File: config.mk
export PLATFORM = sky130hd
export DESIGN_NAME = vec_strided_lsu
export DESIGN_NICKNAME = d
export VERILOG_FILES = /design/src/rtl/vec_strided_lsu.sv
export SDC_FILE = /design/constraint.sdc
export NUM_CORES = 1
export LEC_CHECK = 0
export ABC_AREA = 1
export BUFFER_PORTS_ARGS = -buffer_cell sky130_fd_sc_hd__buf_2
export CAP_MARGIN = 0
export CORE_ASPECT_RATIO = 0.75
export CORE_UTILIZATION = 49
export DETAILED_ROUTE_END_ITERATION = 8
export PLACE_DENSITY = 0.75
export SYNTH_ARGS = -nofsm -noshare
export SYNTH_HDL_FRONTEND = slang
export SYNTH_SLANG_ARGS = --single-unit
File: constraint.sdc
create_clock -name clk -period 3.73 [get_ports clk]
set_input_delay 1.119 -clock clk [delete_from_list [all_inputs] [get_ports clk]]
set_output_delay 1.119 -clock clk [all_outputs]
set_load 0.01 [all_outputs]
File: src/rtl/vec_strided_lsu.sv
// Strided vector load/store unit: walks vl elements at base+i*stride over a native memory port.
// Latency: 3 cycles per element plus responder wait cycles, plus one DONE cycle.
// Backpressure: holds the request stable while mem_ready is low; no timeout.
module vec_strided_lsu (
  input  logic        clk,
  input  logic        resetn,
  input  logic        start,
  input  logic        is_store,
  input  logic [31:0] base_addr,
  input  logic [31:0] stride,
  input  logic [5:0]  vl,
  input  logic [1:0]  sew,
  output logic        busy,
  output logic        done,
  output logic        err,
  output logic [4:0]  elem_idx,
  output logic        elem_we,
  output logic [31:0] elem_wdata,
  input  logic [31:0] elem_rdata,
  output logic        mem_valid,
  input  logic        mem_ready,
  output logic [31:0] mem_addr,
  output logic [31:0] mem_wdata,
  output logic [3:0]  mem_wstrb,
  input  logic [31:0] mem_rdata
);

  typedef enum logic [2:0] {S_IDLE, S_ADDR, S_WAIT, S_NEXT, S_DONE} state_t;

  typedef struct packed {
    logic [31:0] addr;
    logic [31:0] wdata;
    logic [3:0]  wstrb;
  } mem_req_t;

  state_t      state_q, state_d;
  mem_req_t    req_q;
  logic        is_store_q;
  logic [31:0] stride_q;
  logic [5:0]  vl_q;
  logic [1:0]  sew_q;
  logic [4:0]  idx_q;
  logic [31:0] cur_addr_q;
  logic        misalign;
  logic        last_elem;
  logic [31:0] st_data;
  logic [3:0]  st_strb;
  logic [31:0] ld_shift;
  logic [31:0] ld_data;

  assign misalign  = ((sew_q == 2'b01) && cur_addr_q[0]) ||
                     ((sew_q == 2'b10) && (cur_addr_q[1:0] != 2'b00));
  assign last_elem = ({1'b0, idx_q} == (vl_q - 6'd1));

  assign busy      = (state_q == S_ADDR) || (state_q == S_WAIT) || (state_q == S_NEXT);
  assign done      = (state_q == S_DONE);
  assign elem_idx  = idx_q;
  assign mem_addr  = req_q.addr;
  assign mem_wdata = req_q.wdata;
  assign mem_wstrb = req_q.wstrb;

  // Store element is replicated so every byte lane carries it; the strobe picks the lane.
  always_comb begin
    st_data = elem_rdata;
    st_strb = 4'b1111;
    case (sew_q)
      2'b00: begin
        st_data = {4{elem_rdata[7:0]}};
        st_strb = 4'b0001 << cur_addr_q[1:0];
      end
      2'b01: begin
        st_data = {2{elem_rdata[15:0]}};
        st_strb = 4'b0011 << cur_addr_q[1:0];
      end
      default: begin
        st_data = elem_rdata;
        st_strb = 4'b1111;
      end
    endcase
  end

  always_comb begin
    ld_shift = mem_rdata >> {cur_addr_q[1:0], 3'b000};
    case (sew_q)
      2'b00:   ld_data = {24'd0, ld_shift[7:0]};
      2'b01:   ld_data = {16'd0, ld_shift[15:0]};
      default: ld_data = ld_shift;
    endcase
  end

  always_ff @(posedge clk) begin
    if (!resetn) state_q <= S_IDLE;
    else         state_q <= state_d;
  end

  always_comb begin
    state_d = state_q;
    case (state_q)
      S_IDLE: if (start) state_d = ((sew == 2'b11) || (vl == 6'd0)) ? S_DONE : S_ADDR;
      S_ADDR: state_d = misalign ? S_DONE : S_WAIT;
      S_WAIT: if (mem_ready) state_d = S_NEXT;
      S_NEXT: state_d = last_elem ? S_DONE : S_ADDR;
      S_DONE: state_d = S_IDLE;
      default: state_d = S_IDLE;
    endcase
  end

  always_ff @(posedge clk) begin
    if (!resetn) begin
      req_q      <= '0;
      mem_valid  <= 1'b0;
      is_store_q <= 1'b0;
      stride_q   <= '0;
      vl_q       <= '0;
      sew_q      <= '0;
      idx_q      <= '0;
      cur_addr_q <= '0;
      err        <= 1'b0;
      elem_we    <= 1'b0;
      elem_wdata <= '0;
    end else begin
      elem_we <= 1'b0;
      case (state_q)
        S_IDLE: if (start) begin
          is_store_q <= is_store;
          stride_q   <= stride;
          vl_q       <= vl;
          sew_q      <= sew;
          idx_q      <= '0;
          cur_addr_q <= base_addr;
          err        <= (sew == 2'b11);
        end
        S_ADDR: begin
          if (misalign) begin
            err <= 1'b1;
          end else begin
            mem_valid  <= 1'b1;
            req_q.addr <= {cur_addr_q[31:2], 2'b00};
            req_q.wdata <= is_store_q ? st_data : 32'd0;
            req_q.wstrb <= is_store_q ? st_strb : 4'b0000;
          end
        end
        S_WAIT: if (mem_ready) begin
          mem_valid   <= 1'b0;
          req_q.wstrb <= 4'b0000;
          if (!is_store_q) begin
            elem_we    <= 1'b1;
            elem_wdata <= ld_data;
          end
        end
        S_NEXT: if (!last_elem) begin
          idx_q      <= idx_q + 5'd1;
          cur_addr_q <= cur_addr_q + stride_q;
        end
        S_DONE: err <= 1'b0;
        default: ;
      endcase
    end
  end

endmodule

# --- Word-level counts from Yosys, hierarchy flattened ---
# Index checks and enable logic that the tools add are counted.
# W data, S select, Z words.
op_classes:
  addsub: 3
  eq_ne: 13
  shifts: 3
  mux: 27
  n_bitwise: 2
  reduce_logical: 21
op_table:
  columns: ["cell", "n"]
  rows:
  - ["$pmux W32 S2", 3]
  - ["$mux W32", 3]
  - ["$add A32 B32 Y32", 1]
  - ["$shr A32 B5 Y32", 1]
  - ["$pmux W4 S2", 2]
  - ["$mux W3", 5]
  - ["$reduce_and A3 Y1", 5]
  - ["$mux W4", 3]
  - ["$pmux W3 S4", 1]
  - ["$mux W5", 2]
  - ["$ne A2 B2 Y1 const B", 5]
  - ["$pmux W5 S2", 1]
  - ["$eq A3 B2 Y1 const B", 2]
  - ["$eq A5 B6 Y1", 1]
  - ["$logic_not A6 Y1", 1]
  - ["$reduce_and A2 Y1", 3]
  - ["$reduce_bool A2 Y1", 3]
  - ["$sub A6 B1 Y6 const B", 1]
  - ["$add A5 B1 Y5 const B", 1]
  - ["$mux W1", 5]
  - ["$eq A2 B2 Y1 const B", 2]
  - ["$logic_or A1 B1 Y1", 4]
  - ["$shl A1 B2 Y4 const A", 1]
  - ["$shl A2 B2 Y4 const A", 1]
  - ["other kinds (10)", 12]
totals:
  ff_bits: 182
  in_bits: 141
  elab_cells: 83

# --- Logic depth before layout (Yosys ltp) ---
logic_depth:
  word_depth: 5
  ltp_mapped: 14
  mapped_depth_nobuf: 14

# --- Least setup slack after synthesis ---
# OpenSTA, ideal clock, no wires.
synth_timing:
  path_kind: "input -> register"
  from: "in mem_ready"
  to: "reg elem_wdata[19]"
  setup_ps: 69
  arrival_ps: 1989
  path_slack_ps: 1672
  stages: 7
  path_buffers: 1
  path_cell_list: "inv_1 nor3_4 inv_2 nor2_4 nand3_2 buf_4 o21ai_1"
synth_via:
  elab_chain_cells: 1
synth_lines:
  columns: ["item", "line", "rtl"]
  rows:
  - ["start, declared", "21", "input logic mem_ready,"]
  - ["$reduce_and A3 Y1 (no source line)", null, null]
  - ["end signal, assigned", "148", "elem_wdata <= ld_data;"]
  - ["end, declared", "18", "output logic [31:0] elem_wdata,"]
# Every way passes these cells.
# A chain may end at the register's enable or synchronous reset.

# --- Worst setup path in the final report ---
layout_timing:
  from: "reg vl_q[0]"
  to: "reg cur_addr_q[7]"
layout_via:
  elab_chain_cells: 4
layout_lines:
  columns: ["item", "line", "rtl"]
  rows:
  - ["start, declared", "40", "logic [5:0] vl_q;"]
  - ["start signal, assigned", "127", "vl_q <= vl;"]
  - ["$sub A6 B1 Y6", "53", "assign last_elem = ({1'b0, idx_q} == (vl_q - 6'd1));"]
  - ["$eq A5 B6 Y1", "53", null]
  - ["$ne A2 B2 Y1 (no source line)", null, null]
  - ["$reduce_and A3 Y1 (no source line)", null, null]
  - ["end signal, assigned", "130", "cur_addr_q <= base_addr;"]
  - ["end signal, assigned", "153", "cur_addr_q <= cur_addr_q + stride_q;"]
  - ["end, declared", "43", "logic [31:0] cur_addr_q;"]
# Every way passes these cells.

==> impl_metrics.yaml <==
place:
  io_buffer_count: 248
  dpl_cell_area_sq_um: 11400
  dp_cells: 2005
  gp_congestion: 0.944
  dp_hpwl_mm: 22.5
  dp_slack_ns: 0.814
setup_path:
  worst_ep_arrival_time_ns: 3.07
  cp.required_ns: 4.05
  critPathSlowestCell: "nand2_2"
  cp_max_fo: 53
  worstSetupStartpointType: "flip-flop"
  worstSetupPathType: "reg -> reg"
  cpMostUsedCell: "nor2_1"
  cp_slowest_stage_delay_ns: 0.48
  cp-end-kind: "flip-flop"
  worstPathCellList: "inv_1 -> ha_1 -> xnor2_1 -> nor2_1 -> o21ai_0 -> nor2_1 -> nand3_2 -> nand2_4 -> nand2_2 -> o21ai_0 -> nor2_1"
sta:
  final.period_utilization: 0.738
  tns_ns: 0
  setup_viol: 0
  min_period_ns: 2.75
  rsz0062_at_grt: "no"
  finalWorstSetupSlack_ns: 0.978
  max_freq_ghz: 0.363
  tightestPinTransition_ns: 1.02
  hold-worst-slack_ns: 0.464
  finClkSkew_ns: 0.0144
  hold_viol: 0
  relSlewSlack: 0.320
  maxSlewViolCount: 0
grt:
  busiest_layer: "met2"
  use_met2: 0.447
  use_met1: 0.417
  grt_pass1_vias: 9794
  grt_use_met3: 0.0596
  antenna_found_initial: 1
  grt_pass1_wl_mm: 49.9
  grt_usage: 0.293
  grt_overflow: 0
  grt_max_degree: 111
synth:
  ys_seq_area_frac: 0.360
  synth_cell_types: 42
  syn_avg_cell_area_sq_um: 6.47
  ys_dominant_reg_cell: "dfxtp_1"
  syn_area_sq_um: 10100
  synth-edff-count: 0
  yosysWarnings: 0
  postSynth.asyncResetShare: 0
  synthCells: 1561
  synth_seq_cells: 182
clock_network:
  cts_sinks: 182
  ctsHtreeMaxLevel: 4
  cts_root_buf: "clkbuf_16"
  clk_latency_ns: 0.44
  clock_path_buffers: 2
  cts_setup_buffers: 0
  cts_tree: "yes"
  postCtsHoldBufs: 0
  cts_buffers: 17
  clkTransAtPathRegs_ns: 0.07
  cts_resized: 0
hold_path:
  hp-class: "reg -> reg"
route:
  antenna_left: 0
  wl_mm: 30.8
  viasPerCell: 5.26
  vias: 10700
  drtPass1Iterations: 5
  drt-initial-drc-count: 948
  drc: 0
  wire_per_inst_um: 15.1
cells_and_area:
  area_delta_synth_final_pct: 19.1
  drive_gt1_frac: 0.186
  post-route-util: 0.595
  final_net_count: 1941
  layoutNonFillerInstCount: 2038
  final_area_sq_um: 12000
power_and_ir_drop:
  p_leak_nw: 6.28
  power_mw: 6.57
  ir_drop_mv: 0.361
  powerDensity_nw_per_um2: 546
die:
  start_util: 0.500
  core_sq_um: 20200
  ios: 251
  die_h_um: 126
  dieArea_sq_um: 21200
  rows: 45
  die_x_um: 168
job:
  max_cap_viol_count: 0
run_status:
  status: "finished clean"
[kinds of logic (layout without fill, tap and decap cells)]
kind of cell               after synthesis  count (layout)  share of synthesized area
AOI/OAI and AO/OA                      307             307                      0.161
xor gates and xnor gates                18              18                     0.0156
adders and majority gates               34              34                     0.0428
buffers and inverters                  242             459                     0.0972
DFF                                    182             182                      0.360
muxes                                    6               6                    0.00594
other                                    1               3                   0.000371
and+or+nand+nor                        771             771                      0.316
[flip-flops by register name, summed over array words and instances (netlist names)]
signal and cells:
elem_wdata 32, mem_valid 1, mem_wdata 32, vl_q 6, err 1, elem_idx 5
mem_wstrb 4, is_store_q 1, mem_addr 30, sew_q 2, cur_addr_q 32, elem_we 1
stride_q 32, state_q 3
[Yosys cell counts (5+ instances only)]
library cell | number | area share
clkbuf_1 | 43 | 0.016
buf_2 | 15 | 0.0074
nor2_1 | 225 | 0.084
dfxtp_1 | 182 | 0.36
o21ai_0 | 132 | 0.065
nand3b_1 | 7 | 0.0052
buf_4 | 10 | 0.0074
nand3_1 | 95 | 0.047
o211ai_1 | 16 | 0.012
inv_1 | 152 | 0.056
o21ai_1 | 26 | 0.013
nor3_1 | 18 | 0.0089
a21oi_1 | 111 | 0.055
a22oi_1 | 8 | 0.0059
or2_2 | 11 | 0.0068
mux2i_1 | 6 | 0.0059
xor2_1 | 14 | 0.012
inv_2 | 13 | 0.0048
ha_1 | 33 | 0.041
nand2_1 | 393 | 0.15
buf_1 | 5 | 0.0019
[worst paths after layout]
kind	slack (ns)	endpoint	cells past startpoint	start
min	0.46	mem_wdata[22]	2	mem_wdata[22]
max reg2reg	0.98	cur_addr_q[7]	11	vl_q[0]
min reg2reg	0.46	mem_wdata[22]	2	mem_wdata[22]
max	0.98	cur_addr_q[7]	11	vl_q[0]
[area by class of cell]
class                   count  area (sq um)
diodes                      1          2.50
clock buffers              20           457
clock inverters            12           148
fillers                  1946          8180
inverters                 167           629
multi-input cells        1138          5490
flip-flops and latches    182          3640
well taps                 258           323
repair buffers            260          1340
[placed cells by master (no fill, tap or decap), drive strengths merged, types with 2 or more instances in the layout]
cell type and n:
inv 168, a21o 2, and2 2, mux2i 6, a21oi 111, nand3 99
nand3b 7, dfxtp 182, nand2 395, or2 11, clkinv 9, xnor2 4
xor2 14, o211ai 16, o21bai 2, ha 33, nand4 4, a22oi 8
buf 260, o21ai 158, conb 2, nor2 231, bufinv 2, clkbuf 20
a31oi 2, nor3 21, o22ai 4, o22a 4
[routing by layer]
| metal | share of wire | up-vias |
|---|---|---|
| li1 | - | 5429 |
| met1 | 0.49 | 4853 |
| met2 | 0.42 | 396 |
| met3 | 0.071 | 43 |
| met4 | 0.019 | 0 |
| met5 | 0 | - |
[critical path, delay by kind of cell, from the launching register on]
kind                     cells  cell delay [ns]
XOR/XNOR                     1             0.12
AO/OA/AOI/OAI                2             0.42
buffers and inverters        1             0.09
adder cells (fa/ha/maj)      1             0.30
AND/OR/NAND/NOR              6             1.32
flip-flops                   1             0.38
[report_power, final]
| group | internal, mW | switching [mW] | leakage (nW) |
|---|---|---|---|
| registers | 2.24 | 0.222 | 1.49 |
| clock network | 1.04 | 0.813 | 0.298 |
| logic | 0.765 | 1.50 | 4.49 |
Power figures use the tool's default switching activity.
